===== src/rtl/uart_rx_cfg_if.sv =====
// Output handshake of uart_rx_cfg: held word, its error flags and the overrun pulse.
interface uart_rx_cfg_if #(
  parameter int unsigned DATA_BITS = 8
);
  logic                 rx_ready;
  logic                 rx_valid;
  logic [DATA_BITS-1:0] rx_data;
  logic                 rx_parity_err;
  logic                 rx_frame_err;
  logic                 rx_overrun;

  modport master (
    input  rx_ready,
    output rx_valid, rx_data, rx_parity_err, rx_frame_err, rx_overrun
  );

  modport slave (
    output rx_ready,
    input  rx_valid, rx_data, rx_parity_err, rx_frame_err, rx_overrun
  );
endinterface


===== src/rtl/uart_rx_cfg.sv =====
// Parametrised UART receiver (data width, parity, stop bits) with a valid/ready holding register.
// Optional macro UART_RX_MAJORITY_VOTE_EN: 2-of-3 vote around mid-bit instead of a single sample.
module uart_rx_cfg #(
  parameter int unsigned SYS_CLK_FRE = 100_000_000,
  parameter int unsigned BPS         = 115200,
  parameter int unsigned DATA_BITS   = 8,
  parameter int unsigned PARITY      = 0,
  parameter int unsigned STOP_BITS   = 1
) (
  input  logic          sys_clk,
  input  logic          sys_rst_n,
  input  logic          uart_rxd,
  output logic          rx_busy,
  uart_rx_cfg_if.master rx
);

  localparam int unsigned BPS_CNT = SYS_CLK_FRE / BPS;
  localparam int unsigned HALF    = BPS_CNT / 2;
  localparam int unsigned CNT_W   = (BPS_CNT > 1) ? $clog2(BPS_CNT) : 1;
  localparam int unsigned BIT_W   = $clog2(DATA_BITS + 1);

  typedef enum logic [2:0] {
    S_IDLE,
    S_START,
    S_DATA,
    S_PARITY,
    S_STOP
  } state_t;

  state_t               state, state_n;
  logic                 rxd_meta, rxd_sync, rxd_prev;
  logic [CNT_W-1:0]     clk_cnt, clk_cnt_n;
  logic [BIT_W-1:0]     bit_cnt, bit_cnt_n;
  logic [DATA_BITS-1:0] shift, shift_n;
  logic                 perr, perr_n;
  logic                 ferr, ferr_n;
  logic                 done, done_n;
  logic                 fall_c;
  logic                 sample_tick_c;
  logic                 sample_bit_c;

  // Two-flop synchroniser; reset to idle-high so reset release never looks like a start edge.
  always_ff @(posedge sys_clk or negedge sys_rst_n) begin
    if (!sys_rst_n) begin
      rxd_meta <= 1'b1;
      rxd_sync <= 1'b1;
      rxd_prev <= 1'b1;
    end else begin
      rxd_meta <= uart_rxd;
      rxd_sync <= rxd_meta;
      rxd_prev <= rxd_sync;
    end
  end

  assign fall_c = rxd_prev & ~rxd_sync;

`ifdef UART_RX_MAJORITY_VOTE_EN
  logic [1:0] win;

  always_ff @(posedge sys_clk or negedge sys_rst_n) begin
    if (!sys_rst_n) begin
      win <= 2'b11;
    end else begin
      win <= {win[0], rxd_sync};
    end
  end

  // win holds the line at HALF-1 and HALF when the counter reads HALF+1.
  assign sample_tick_c = (clk_cnt == CNT_W'(HALF + 1));
  assign sample_bit_c  = (win[1] & win[0]) | (win[1] & rxd_sync) | (win[0] & rxd_sync);
`else
  assign sample_tick_c = (clk_cnt == CNT_W'(HALF));
  assign sample_bit_c  = rxd_sync;
`endif

  always_ff @(posedge sys_clk or negedge sys_rst_n) begin
    if (!sys_rst_n) begin
      state   <= S_IDLE;
      clk_cnt <= '0;
      bit_cnt <= '0;
      shift   <= '0;
      perr    <= 1'b0;
      ferr    <= 1'b0;
      done    <= 1'b0;
      rx_busy <= 1'b0;
    end else begin
      state   <= state_n;
      clk_cnt <= clk_cnt_n;
      bit_cnt <= bit_cnt_n;
      shift   <= shift_n;
      perr    <= perr_n;
      ferr    <= ferr_n;
      done    <= done_n;
      rx_busy <= (state_n != S_IDLE);
    end
  end

  // Frame sequencing: one decision per bit at the mid-bit sample tick.
  always_comb begin
    state_n   = state;
    clk_cnt_n = (clk_cnt == CNT_W'(BPS_CNT - 1)) ? '0 : clk_cnt + 1'b1;
    bit_cnt_n = bit_cnt;
    shift_n   = shift;
    perr_n    = perr;
    ferr_n    = ferr;
    done_n    = 1'b0;
    case (state)
      S_IDLE: begin
        clk_cnt_n = '0;
        bit_cnt_n = '0;
        if (fall_c) begin
          state_n = S_START;
        end
      end
      S_START: begin
        if (sample_tick_c) begin
          if (sample_bit_c) begin
            state_n = S_IDLE;
          end else begin
            state_n   = S_DATA;
            bit_cnt_n = '0;
            perr_n    = 1'b0;
            ferr_n    = 1'b0;
          end
        end
      end
      S_DATA: begin
        if (sample_tick_c) begin
          shift_n[bit_cnt] = sample_bit_c;
          if (bit_cnt == BIT_W'(DATA_BITS - 1)) begin
            bit_cnt_n = '0;
            state_n   = (PARITY != 0) ? S_PARITY : S_STOP;
          end else begin
            bit_cnt_n = bit_cnt + 1'b1;
          end
        end
      end
      S_PARITY: begin
        if (sample_tick_c) begin
          perr_n  = (^shift) ^ sample_bit_c ^ (PARITY == 1);
          state_n = S_STOP;
        end
      end
      S_STOP: begin
        if (sample_tick_c) begin
          if (!sample_bit_c) begin
            ferr_n = 1'b1;
          end
          if (bit_cnt == BIT_W'(STOP_BITS - 1)) begin
            bit_cnt_n = '0;
            done_n    = 1'b1;
            state_n   = S_IDLE;
          end else begin
            bit_cnt_n = bit_cnt + 1'b1;
          end
        end
      end
      default: begin
        state_n = S_IDLE;
      end
    endcase
  end

  // Holding register: a completed frame loads only if the slot is free or being accepted now.
  always_ff @(posedge sys_clk or negedge sys_rst_n) begin
    if (!sys_rst_n) begin
      rx.rx_valid      <= 1'b0;
      rx.rx_data       <= '0;
      rx.rx_parity_err <= 1'b0;
      rx.rx_frame_err  <= 1'b0;
      rx.rx_overrun    <= 1'b0;
    end else begin
      rx.rx_overrun <= 1'b0;
      if (done) begin
        if (!rx.rx_valid || rx.rx_ready) begin
          rx.rx_valid      <= 1'b1;
          rx.rx_data       <= shift;
          rx.rx_parity_err <= perr;
          rx.rx_frame_err  <= ferr;
        end else begin
          rx.rx_overrun <= 1'b1;
        end
      end else if (rx.rx_valid && rx.rx_ready) begin
        rx.rx_valid <= 1'b0;
      end
    end
  end

endmodule


===== src/flat_wrapper.sv =====
// flat-port wrapper written by rule: the top's interface ports become plain ports
module uart_rx_cfg_flat 
#(
  parameter int unsigned SYS_CLK_FRE = 100_000_000,
  parameter int unsigned BPS         = 115200,
  parameter int unsigned DATA_BITS   = 8,
  parameter int unsigned PARITY      = 0,
  parameter int unsigned STOP_BITS   = 1
)
  (sys_clk, sys_rst_n, uart_rxd, rx_busy, rx_rx_ready, rx_rx_valid, rx_rx_data, rx_rx_parity_err, rx_rx_frame_err, rx_rx_overrun);
  uart_rx_cfg_if #(.DATA_BITS(DATA_BITS)) rx_i ();
  input  logic sys_clk;
  input  logic sys_rst_n;
  input  logic uart_rxd;
  output logic rx_busy;
  input wire logic [$bits(rx_i.rx_ready)-1:0] rx_rx_ready;
  output wire logic [$bits(rx_i.rx_valid)-1:0] rx_rx_valid;
  output wire logic [$bits(rx_i.rx_data)-1:0] rx_rx_data;
  output wire logic [$bits(rx_i.rx_parity_err)-1:0] rx_rx_parity_err;
  output wire logic [$bits(rx_i.rx_frame_err)-1:0] rx_rx_frame_err;
  output wire logic [$bits(rx_i.rx_overrun)-1:0] rx_rx_overrun;
  assign rx_i.rx_ready = rx_rx_ready;
  assign rx_rx_valid = rx_i.rx_valid;
  assign rx_rx_data = rx_i.rx_data;
  assign rx_rx_parity_err = rx_i.rx_parity_err;
  assign rx_rx_frame_err = rx_i.rx_frame_err;
  assign rx_rx_overrun = rx_i.rx_overrun;
  uart_rx_cfg #(.SYS_CLK_FRE(SYS_CLK_FRE), .BPS(BPS), .DATA_BITS(DATA_BITS), .PARITY(PARITY), .STOP_BITS(STOP_BITS)) u_core (.sys_clk(sys_clk), .sys_rst_n(sys_rst_n), .uart_rxd(uart_rxd), .rx_busy(rx_busy), .rx(rx_i));
endmodule

===== config.mk =====
export PLATFORM = sky130hd
export DESIGN_NAME = uart_rx_cfg_flat
export DESIGN_NICKNAME = d
export VERILOG_FILES = /design/src/rtl/uart_rx_cfg_if.sv /design/src/rtl/uart_rx_cfg.sv /design/src/flat_wrapper.sv
export SDC_FILE = /design/constraint.sdc
export NUM_CORES = 1
export LEC_CHECK = 0
export ABC_AREA = 1
export BUFFER_PORTS_ARGS = -buffer_cell sky130_fd_sc_hd__buf_2
export CORE_AREA = 2 2 80 82
export DETAILED_ROUTE_END_ITERATION = 12
export DIE_AREA = 0 0 82 84
export HOLD_SLACK_MARGIN = 0.12
export PLACE_DENSITY = 0.54
export SETUP_SLACK_MARGIN = 0.4
export SLEW_MARGIN = 10
export SYNTH_ARGS = -nofsm -noshare
export SYNTH_HDL_FRONTEND = slang
export SYNTH_SLANG_ARGS = --single-unit
export TNS_END_PERCENT = 30

===== constraint.sdc =====
create_clock -name sys_clk -period 1.4 [get_ports sys_clk]
set_input_delay 0 -clock sys_clk [delete_from_list [all_inputs] [get_ports sys_clk]]
set_output_delay 0 -clock sys_clk [all_outputs]
set_load 0.02 [all_outputs]

==> results.sh <==
export IMPL_outcome="complete, but fails checks"
export IMPL_failed_checks="hold timing, setup timing"
export IMPL_drc_errors=0
export IMPL_synth_top_area_share_pct=46.5
export IMPL_yosys_warnings=0
export IMPL_p_clk_share_pct=35.8
export IMPL_async_flop_share_pct=100
export IMPL_p_sw_share_pct=26.2
export IMPL_pre_cts_ws_ns=-0.0645
export IMPL_synth_fp_nets=275
export IMPL_r2r_start="u_core.clk_cnt[0]$_DFF_PN0_"
export IMPL_ys_ff_latch=44
export IMPL_r2r_end="u_core.shift[4]$_DFFE_PN0P_"
export IMPL_grt_pass1_wl_um=7650
export IMPL_viasPerCell=4.68
export IMPL_rows=29
export IMPL_worst_skew_pair_late_latency_ns=0.29
export IMPL_dieHeight_um=84
export IMPL_rsz0062_at_grt="yes"
export IMPL_power_net_switching_w=0.000828
export IMPL_crit_path_max_fanout=8
export IMPL_rrSetupSlack_ns=-0.10
export IMPL_antenna_found_initial=0
export IMPL_fin_crit_ns=1.50
export IMPL_reg2reg_depth=8
export IMPL_holdPathEnd="u_core.rx.rx_overrun$_DFF_PN0_"
export IMPL_drv_cap=0
export IMPL_io_pins=17
export IMPL_synth_edf_count=0
export IMPL_tightest_slew_ns=0.455
export IMPL_clockBufferDepth=2
export IMPL_slew_headroom_pct=69.7
export IMPL_clk_pin_slew_ns=0.09
export IMPL_hpwl_um=3320
export IMPL_vdd_drop_max_mv=0.541
export IMPL_synth_area_um2=2210
export IMPL_place_gp_congestion=0.874
export IMPL_syn2layout_area_growth_pct=30.0
export IMPL_final_cell_mix="61 x nand2_1, 38 x dfrtp_1, 30 x inv_1"
export IMPL_core_um2=6100
export IMPL_cp_end_kind="register"
export IMPL_synth_area_per_cell_um2=8.30
export IMPL_cts_buffers=5
export IMPL_ant_nets=0
export IMPL_synth_simple_area_share_pct=31.6
export IMPL_synth_mux_area_share_pct=2.04
export IMPL_critPathSlowestCell="dfrtp_1"
export IMPL_holdPathStages=4
export IMPL_antennaDiodeCount=0
export IMPL_yosys_area_top_type="dfrtp_1"
export IMPL_synth_fa_ha_area_share_pct=2.83
export IMPL_die_x_um=82
export IMPL_start_util_pct=36.2
export IMPL_finClkSkew_ns=0.00913
export IMPL_criticalPathCategory="register to register"
export IMPL_die_area_um2=6890
export IMPL_cts_root_buf="clkbuf_8"
export IMPL_synthCells=266
export IMPL_power_density_nw_per_um2=1100
export IMPL_avgRoutedWirePerCell_um=11.7
export IMPL_seq_area_frac_synth_pct=50.0
export IMPL_synth_top_cells_by_area="dfrtp_1 46%, nand2_1 13%, inv_1 5.3%, nor2_1 3.9%, nand3_1 3.6%"
export IMPL_p_seq_share_pct=46.2
export IMPL_total_power_w=0.00316
export IMPL_grt_pass1_vias=1698
export IMPL_routed_wl_um=4580
export IMPL_cts_htree_levels=2
export IMPL_hp_class="primary input to register"
export IMPL_dr_pass1_iters=6
export IMPL_timing_hold_ws_ns=-0.0196
export IMPL_max_stage_delay_ns=0.40
export IMPL_drt_initial_drc_count=106
export IMPL_drive_above_1_share_pct=32.3
export IMPL_leakage_nw=1.40
export IMPL_critPathArrivalTime_ns=1.69
export IMPL_slew_violations=0
export IMPL_io_buffers=16
export IMPL_synthDistinctLibCells=28
export IMPL_vias=1826
export IMPL_crit_top_cell="nand3_2"
export IMPL_cts_hold_fix_buffers=2
export IMPL_hold_viol=1
export IMPL_max_freq_mhz=665
export IMPL_synth_compound_area_share_pct=6.69
export IMPL_p_comb_share_pct=17.9
export IMPL_hp_start="rx_rx_ready"
export IMPL_nNetsFinal=322
export IMPL_setup_viol=15
export IMPL_period_share_pct=107
export IMPL_required_ns=1.59
export IMPL_synth_top_family_by_area="simple AND/OR/NAND/NOR gates"
export IMPL_setup_ws_ns=-0.103
export IMPL_cts_tree="built"
export IMPL_grt_use_total_pct=14.1
export IMPL_fill_cells=586
export IMPL_synthFlopType="dfrtp_1"
export IMPL_grt_overflow=0
export IMPL_layout_commonest_cell="nand2_1"
export IMPL_p_int_w=0.00233
export IMPL_clock_sinks=44
export IMPL_worstPathCellList="inv_2 -> ha_4 -> nand3_2 -> nand3b_4 -> nor2_4 -> nand3_2 -> nand2_1 -> o21ai_1"
export IMPL_critPathLaunchType="register"
export IMPL_grt_max_degree=28
export IMPL_synth_xor_area_share_pct=0.793
-- cell families (layout without fill, tap and decap cells) --
logic type | after synthesis | after routing
compound gates | 28 | 28
xor+xnor | 2 | 2
fa+ha+maj | 5 | 5
buf+inv | 35 | 82
flops | 44 | 44
mux | 4 | 4
simple gates | 148 | 148
-- sequential cells by signal, summed over array words and instances, names as in the netlist, 3 cells and up --
name               cells
u_core.bit_cnt         4
u_core.clk_cnt        10
u_core.rx.rx_data      8
u_core.shift           8
u_core.state           3
-- cells in the mapped netlist, types with 2 or more instances --
cell,count
o21ai_1,8
dfrtp_1,41
inv_1,31
nand3_2,2
o21ai_0,11
dfstp_2,3
ha_1,5
nor3b_1,4
nor2_4,4
nand3_1,16
nand4_1,4
nor3_1,11
clkbuf_1,2
nor2_2,2
nand2_1,75
nor2_1,23
mux2_2,4
nand2_2,5
a21oi_1,6
-- layout make-up --
type | instances | area, µm² | area share (%)
multi-input combinational | 187 | 1100 | 38.5
tap | 77 | 96.3 | 3.36
clock inverter | 2 | 60.1 | 2.09
inverter | 32 | 120 | 4.18
sequential | 44 | 1110 | 38.6
timing repair buffer | 43 | 313 | 10.9
clock buffer | 5 | 68.8 | 2.40
-- per-stage QoR --
step           hold slack, ns  util (%)  area [µm²]  instances  TNS [ns]
2_1_floorplan          -0.296         -        2220        266   -0.0137
3_3_place_gp          -0.0352      41.6        2530        375   -0.0700
3_5_place_dp          -0.0281      41.6        2530        375    -0.603
4_1_cts               -0.0120      44.5        2710        384    -0.633
5_1_grt              -0.00379      47.1        2870        390     -2.83
6_report              -0.0196      47.1        2870        390    -0.731
-- power groups by stage --
stage / registers (W) / logic, W / clock network (W)
2_1_floorplan: 0.00148 / 0.000269 / 0
3_3_place_gp: 0.00148 / 0.000451 / 0
3_5_place_dp: 0.00148 / 0.000453 / 0
4_1_cts: 0.00146 / 0.000470 / 0.00117
5_1_grt: 0.00147 / 0.000648 / 0.00123
6_report: 0.00146 / 0.000567 / 0.00113
-- worst max-delay path by stage --
| stage | from | to | cells past startpoint |
|---|---|---|---|
| after floorplan | u_core.clk_cnt[0]$_DFF_PN0_ | u_core.shift[5]$_DFFE_PN0P_ | 8 |
| after global placement | u_core.clk_cnt[0]$_DFF_PN0_ | u_core.shift[4]$_DFFE_PN0P_ | 8 |
| after detailed placement | u_core.clk_cnt[0]$_DFF_PN0_ | u_core.bit_cnt[2]$_DFFE_PN0P_ | 10 |
| after CTS | u_core.clk_cnt[0]$_DFF_PN0_ | u_core.shift[4]$_DFFE_PN0P_ | 8 |
| after global routing | u_core.clk_cnt[0]$_DFF_PN0_ | u_core.shift[4]$_DFFE_PN0P_ | 8 |
| final | u_core.clk_cnt[0]$_DFF_PN0_ | u_core.shift[4]$_DFFE_PN0P_ | 8 |
-- worst max-delay path: cells and delay by family (launching register included) --
family | cells | cell delay, ns
buffers and inverters | 1 | 0.07
adders and majority gates | 1 | 0.12
DFF | 1 | 0.40
AOI/OAI and AO/OA | 1 | 0.06
and+or+nand+nor | 5 | 0.75
-- repair_timing --
action / 4_1_cts / 5_1_grt
resized for setup: 9 / 38
endpoints found under the setup margin: 39 / 38
pin swaps: 6 / 15
buffers inserted: 0 / 6
gates cloned: 0 / 0
endpoints found under the hold margin: 47 / 2
-- per-layer routing --
layer / share of wire, % / vias up / GRT usage [%]
met2: 46 / 39 / 22.4
met4: 1.6 / 0 / 4.09
met5: 0 / - / 0
met3: 3.8 / 8 / 3.25
li1: - / 943 / -
met1: 49 / 836 / 18.8
Power figures use the tool's default switching activity.
